<file path="config.mk">
export PLATFORM = sky130hd
export DESIGN_NAME = tlm_slot_scheduler
export DESIGN_NICKNAME = d
export VERILOG_FILES = /design/src/rtl/tlm_slot_scheduler.sv
export SDC_FILE = /design/constraint.sdc
export NUM_CORES = 1
export LEC_CHECK = 0
export CELL_PAD_IN_SITES_DETAIL_PLACEMENT = 0
export CELL_PAD_IN_SITES_GLOBAL_PLACEMENT = 1
export CORE_ASPECT_RATIO = 0.8
export CORE_MARGIN = 5
export CORE_UTILIZATION = 37
export CTS_CLUSTER_DIAMETER = 50
export DETAILED_ROUTE_END_ITERATION = 8
export PLACE_DENSITY_LB_ADDON = 0.2
export SKIP_LAST_GASP = 1
export SLEW_MARGIN = 20
export SYNTH_ARGS = -nofsm -noshare
export SYNTH_HDL_FRONTEND = slang
export SYNTH_SLANG_ARGS = --single-unit
</file>
<file path="constraint.sdc">
create_clock -name clk -period 2.47 [get_ports clk]
set_input_delay 0.3705 -clock clk [delete_from_list [all_inputs] [get_ports clk]]
set_output_delay 0.3705 -clock clk [all_outputs]
set_load 0.01 [all_outputs]
</file>
<file path="src/rtl/tlm_slot_scheduler.sv">
// rtl/tlm_slot_scheduler.sv - bit/half/frame strobe timebase with per-frame round-robin frame ownership
module tlm_slot_scheduler #(
    parameter int DIV_BIT = 126,
    parameter int SLOTS   = 80,
    parameter int FCW     = 16
) (
    input  logic           clk,
    input  logic           reset,
    input  logic           i_enable,
    input  logic [3:0]     i_req,
    output logic           o_bit_stb,
    output logic           o_half_stb,
    output logic           o_frame_stb,
    output logic [6:0]     o_slot_idx,
    output logic [FCW-1:0] o_frame_cnt,
    output logic [3:0]     o_grant,
    output logic           o_busy
);

    localparam int            PW         = (DIV_BIT > 2) ? $clog2(DIV_BIT) : 1;
    localparam logic [PW-1:0] PHASE_LAST = PW'(DIV_BIT - 1);
    localparam logic [6:0]    SLOT_LAST  = 7'(SLOTS - 1);

    typedef enum logic [1:0] {
        ST_IDLE,
        ST_RUN,
        ST_STOPPING
    } state_t;

    state_t         r_state;
    state_t         w_state_next;
    logic [PW-1:0]  r_phase;
    logic [6:0]     r_slot;
    logic [FCW-1:0] r_frame_cnt;
    logic [3:0]     r_grant;
    logic [1:0]     r_ptr;

    logic           w_running;
    logic           w_bit_stb;
    logic           w_frame_stb;
    logic [3:0]     w_arb_grant;
    logic [1:0]     w_arb_ptr;
    logic           w_arb_found;

    // Strobes decode registered state only, so they cannot glitch
    assign w_running   = (r_state != ST_IDLE);
    assign w_bit_stb   = w_running && (r_phase == PHASE_LAST);
    assign w_frame_stb = w_bit_stb && (r_slot == SLOT_LAST);

    assign o_bit_stb   = w_bit_stb;
    assign o_half_stb  = w_bit_stb && r_slot[0];
    assign o_frame_stb = w_frame_stb;
    assign o_slot_idx  = r_slot;
    assign o_frame_cnt = r_frame_cnt;
    assign o_grant     = r_grant;
    assign o_busy      = w_running;

    // Round-robin search starting at r_ptr, which points one past the last owner
    always_comb begin
        w_arb_grant = '0;
        w_arb_ptr   = r_ptr;
        w_arb_found = 1'b0;
        for (int i = 0; i < 4; i++) begin
            if (!w_arb_found && i_req[r_ptr + 2'(i)]) begin
                w_arb_found                 = 1'b1;
                w_arb_grant[r_ptr + 2'(i)]  = 1'b1;
                w_arb_ptr                   = r_ptr + 2'(i) + 2'd1;
            end
        end
    end

    always_comb begin
        w_state_next = r_state;
        case (r_state)
            ST_IDLE: begin
                if (i_enable) w_state_next = ST_RUN;
            end
            ST_RUN: begin
                if (!i_enable) w_state_next = w_frame_stb ? ST_IDLE : ST_STOPPING;
            end
            ST_STOPPING: begin
                if (i_enable)         w_state_next = ST_RUN;
                else if (w_frame_stb) w_state_next = ST_IDLE;
            end
            default: w_state_next = ST_IDLE;
        endcase
    end

    always_ff @(posedge clk or negedge reset) begin
        if (!reset) begin
            r_state     <= ST_IDLE;
            r_phase     <= '0;
            r_slot      <= '0;
            r_frame_cnt <= '0;
            r_grant     <= '0;
            r_ptr       <= '0;
        end else begin
            r_state <= w_state_next;
            if (r_state == ST_IDLE) begin
                if (i_enable) begin
                    r_grant <= w_arb_grant;
                    if (w_arb_found) r_ptr <= w_arb_ptr;
                end
            end else begin
                // Phase and slot wrap to 0 on the final frame_stb, so IDLE entry leaves them cleared
                r_phase <= w_bit_stb ? '0 : r_phase + PW'(1);
                if (w_bit_stb) r_slot <= (r_slot == SLOT_LAST) ? '0 : r_slot + 7'd1;
                if (w_frame_stb) begin
                    r_frame_cnt <= r_frame_cnt + FCW'(1);
                    if (w_state_next == ST_IDLE) begin
                        r_grant <= '0;
                    end else begin
                        r_grant <= w_arb_grant;
                        if (w_arb_found) r_ptr <= w_arb_ptr;
                    end
                end
            end
        end
    end

endmodule

</file>
======== Yosys cells after proc, flatten, opt, wreduce, memory -nomap -nowiden ========
Index checks and enable logic that the tools add are counted.
storage, ports and cells
  logic and storage cells ................. 99
  flip-flop bits (word level) ............. 38
cells by class
  muxes and demuxes ....................... 45
  $lt $le $gt $ge ......................... 8
  reductions and logical operators ........ 21
  bitwise gates (word level) .............. 4
  add/subtract/negate cells ............... 9
  equality and inequality tests ........... 6
operators with widths
  operator                                                                       number
  4-bit 2-to-1 mux                                                               8
  2-bit 2-to-1 mux                                                               14
  16-bit by 1-bit adder with 16-bit output (second input constant)               1
  7-bit by 1-bit adder with 7-bit output (second input constant)                 2
  7-bit == test (second input constant)                                          2
  7-bit 2-to-1 mux                                                               2
  2-bit by 3-bit less-than comparator with 1-bit output (second input constant)  4
  1-bit 2-to-1 mux                                                               12
  4-bit OR                                                                       3
  1-bit logical AND                                                              10
  2-bit by 1-bit adder with 2-bit output (second input constant)                 4
  1-bit binary-select mux with 2-bit select                                      4
  1-bit demux with 2-bit select                                                  4
  2-bit by 1-bit >= comparator with 1-bit output (second input constant)         4
  2-bit case mux with 3 select lines                                             1
  2-bit AND reduction                                                            3
  2-bit adder (second input constant)                                            2
  2-bit zero test                                                                2
  2-bit != test (second input constant)                                          2
  2-bit nonzero test                                                             2
  1-bit zero test                                                                3
  3-bit AND reduction                                                            1
  2-bit by 1-bit == test with 1-bit output (second input constant)               1
  2-bit == test (second input constant)                                          1
  1-bit inverter                                                                 1

======== Depth between registers and ports, before layout ========
  word-level depth ........................ 16
  gate-level depth with buffers ........... 10
  gate-level depth less buffers ........... 9

======== Worst setup path after synthesis ========
OpenSTA, ideal clock, no wires.
  path type ............................... reg2reg
  start ................................... register r_ptr[0]
  end ..................................... register r_ptr[1]
  data arrival time ....................... 2220 ps
  cell stages (with the launch flop) ...... 10
  setup slack ............................. 114 ps
  buffers on the path ..................... 2
  cell sequence ........................... dfrtp_1 > buf_6 > inv_1 > ha_1 > clkbuf_1 > mux2i_1 > mux2i_4 > nor4b_4 > a22o_1 > a22oi_1
on the way
  word-level cells in the longest chain between the ends .. 16
RTL lines
  element                                                                          RTL line  text
  from (decl)                                                                      36        logic [1:0] r_ptr;
  from (signal assigned)                                                           102       if (w_arb_found) r_ptr <= w_arb_ptr;
  from (signal assigned)                                                           114       if (w_arb_found) r_ptr <= w_arb_ptr;
  branches (longest 12 deep; another with 2-bit by 1-bit adder with 2-bit output)  -
  2-bit 2-to-1 mux *                                                               102, 114
  2-bit 2-to-1 mux                                                                 110       if (w_state_next == ST_IDLE) begin
  2-bit 2-to-1 mux                                                                 108       if (w_frame_stb) begin
  2-bit 2-to-1 mux *                                                               99        if (r_state == ST_IDLE) begin
Every way passes the cells marked *. The select of a mux whose other input is x is not followed.
A chain may end at the register's enable or synchronous reset.

======== Final worst setup path ========
  start ................................... register r_phase[1]
  end ..................................... output o_half_stb
on the way
  word-level cells in the longest chain between the ends .. 3
RTL lines
  element                 RTL line  text
  from (decl)             32        logic [PW-1:0] r_phase;
  from (signal assigned)  106       r_phase <= w_bit_stb ? '0 : r_phase + PW'(1);
  7-bit == test           47        assign w_bit_stb = w_running && (r_phase == PHASE_LAST);
  1-bit logical AND       47
  1-bit logical AND       51        assign o_half_stb = w_bit_stb && r_slot[0];
  to (decl)               12        output logic o_half_stb,
Every way passes these cells.

==> metrics <==
Die Height=79.1 microns; Cells after Synth=215; final antenna-violating net count=0; status=completed; Synth area leaders=dfrtp_1 (43%), ha_1 (5.1%), xnor2_1 (4.8%), a22o_1 (4.0%), xor2_1 (4.0%); I/O Buffers=37; largest net degree at the start of global routing=39; warnings from Yosys=0; vias per std cell=4.99; clk buf depth=2; VDD IR-drop max=594 uV; share of Yosys cell area claimed by the top area cell type=0.431; maxcap violations=0; class of the most critical setup path=register to output port; total track usage=0.134; EDFF count, synth=0; layout cells sized above 1=0.0985; global-route wire length before repair=8.01 mm; Max-slew headroom=0.427; clk slew on worst S/H paths=0.08 ns; Cell Int Power=1.47 mW; Startpoint Class=register; r2r worst-path depth=7; reg2reg start=r_ptr[1]; Die X=just under 100 microns; Placement Rows=25; final period utilization=0.945; FFs w/ async S/R, synth=1.00; Num CTS Buffers=5; Crit. End Element=output port; Num Clock Sinks=38; Tmin final=2.34 ns; met1 Usage GRT=0.189; nets=279; Sw Share=0.375; r2r endpoint=r_ptr[1]; gr ovfl total=0; NetSw=882 uW; RSZ-0062 raised after global routing=false; Final Setup Violations=0; Logic pwr share=0.460; sequential-to-total area share from yosys stat=0.431; CTS tree=done; Post-Syn Area=0.00221 sq mm; DR pass1 iterations=4; f_max=0.428 GHz; hold buffers post-CTS=0; Layout area overhead=26.6%; Worst Skew=between 0.009 and 0.01 ns; RD Place Congestion=0.750; Core Footprint=around 0.0058 sq mm; syn avg cell area=10.3 sq um; Leakage=1.30 nW; Area after DPL=between 0.002 and 0.003 sq mm; gr busiest metal=met2; Yosys reg bits=38; final hold vios=0; via count=1721; most numerous cell in the Yosys netlist=dfrtp_1; Main synth FF type=dfrtp_1; final max-slew violation count=0; CP arrival=~2.0 ns; Flop pwr share=0.349; PostCTS Resize Cnt=3; Clock power frac=0.191; initial antenna violation count=0; Routed WL=approximately 4.7 mm; worst skew pair latency=0.29 ns; Post-CTS Setup Repair Bufs=0; final non-filler cell area=between 0.002 and 0.003 sq mm; H-tree depth=2; met2 Use GR=0.202; syn_nets=231; CP Data Required Time=2.10 ns; Slew @ Worst Pin=0.859 ns; Worst Path Max Fanout=4; # DRC=0; Synth area leader=dfrtp_1; die area=approximately 0.0076 sq mm; type of the most critical hold path=input pin to asynchronous set/reset pin; setup_tns=0 ns; Fillers=581; antenna cells=0; commonest cells in the netlist=dfrtp_1 (38), nand2_1 (22), nor2_1 (18), o21ai_0 (13), xnor2_1 (12); DP HPWL=3.49 mm; initial drt markers=44; vias in the first global route=1658; r2r setup slk=0.24 ns; Initial Utilization=0.378; synth unique cells=45; Power Density=842 mW/mm^2; WL/cell=13.7 microns; GR Util met3=0.0379; root buf cell=clkbuf_8; num ports=38
==> logic make-up after synthesis <==
logic type,after synthesis,share of synthesized area
xor+xnor,22,0.0872
fa+ha+maj,9,0.0510
compound gates,42,0.129
flops,38,0.431
mux,10,0.0646
buf+inv,14,0.0312
simple gates,80,0.206
==> cell usage in the layout, fill, tap and decap left out, types with 2 or more instances in the layout <==
cell type / n
nand2_1: 22
mux2i_1: 6
a211oi_1: 2
a21o_1: 2
and2_1: 2
and3_1: 6
buf_4: 8
nand4_1: 8
or2b_1: 3
o211ai_1: 4
clkdlybuf4s50_1: 33
nor3_1: 2
nand3_1: 6
dlygate4sd2_1: 3
a21oi_1: 5
xor2_1: 10
clkbuf_8: 6
dfrtp_1: 38
nor2_1: 18
inv_1: 9
ha_1: 9
o21ai_0: 13
nor2b_1: 3
xnor2_1: 12
a22o_1: 10
==> power groups by stage <==
stage	Combinational [mW]	Clock, mW	Sequential, mW
after CTS	1.08	0.474	0.823
after detailed placement	1.08	0	0.831
final	1.08	0.450	0.822
after global placement	1.08	0	0.833
after global routing	1.20	0.502	0.838
after floorplan	0.778	0	0.839
==> worst max path at each step <==
stage	startpoint	to	slack, ns	depth (start not counted)
2_1_floorplan	r_ptr[0]	r_ptr[1]	0.11	9
3_3_place_gp	i_req[2]	o_grant[0]	0.19	6
3_5_place_dp	i_req[3]	r_ptr[1]	0.17	5
4_1_cts	r_phase[1]	o_half_stb	0.12	7
5_1_grt	r_phase[1]	o_half_stb	0.03	7
6_report	r_phase[1]	o_half_stb	0.13	7
==> area by class of cell <==
type	instances	area (sq um)	area share
Multi-Input combinational cell	163	1190	0.425
Inverter	10	37.5	0.0134
Sequential cell	38	951	0.340
Timing Repair Buffer	45	422	0.151
Tap cell	81	101	0.0363
Clock inverter	2	12.5	0.00448
Clock buffer	6	82.6	0.0295
==> sequential cells by signal, summed over array words and instances, names as in the netlist <==
register,count
o_grant,4
r_ptr,2
r_state,2
o_frame_cnt,16
r_phase,7
o_slot_idx,7
==> per-stage QoR <==
stage           util  total power [mW]  hold slack (ns)  std cells  setup WS [ns]
4_1_cts        0.478              2.38            0.218        345          0.123
3_3_place_gp   0.462              1.92            0.461        337          0.191
3_5_place_dp   0.462              1.91            0.465        337          0.174
5_1_grt        0.478              2.54            0.261        345         0.0272
2_1_floorplan      -              1.62           0.0749        215          0.114
6_report       0.478              2.35            0.187        345          0.135
==> worst max-delay path, cell delays in order (launching register included) <==
cell,delay [ns]
dfrtp_1,0.41
inv_1,0.07
ha_1,0.17
nand4_1,0.09
or3_4,0.39
inv_1,0.10
and2_1,0.17
dlygate4sd2_1,0.28
==> per-layer routing <==
metal,share of wire,wire [microns],vias to the layer above
met5,0,0,-
met4,0.011,51,0
met3,0.035,166,5
met2,0.44,2050,26
met1,0.52,2440,828
li1,-,-,862
No activity file was read; power rests on OpenSTA's default activity.
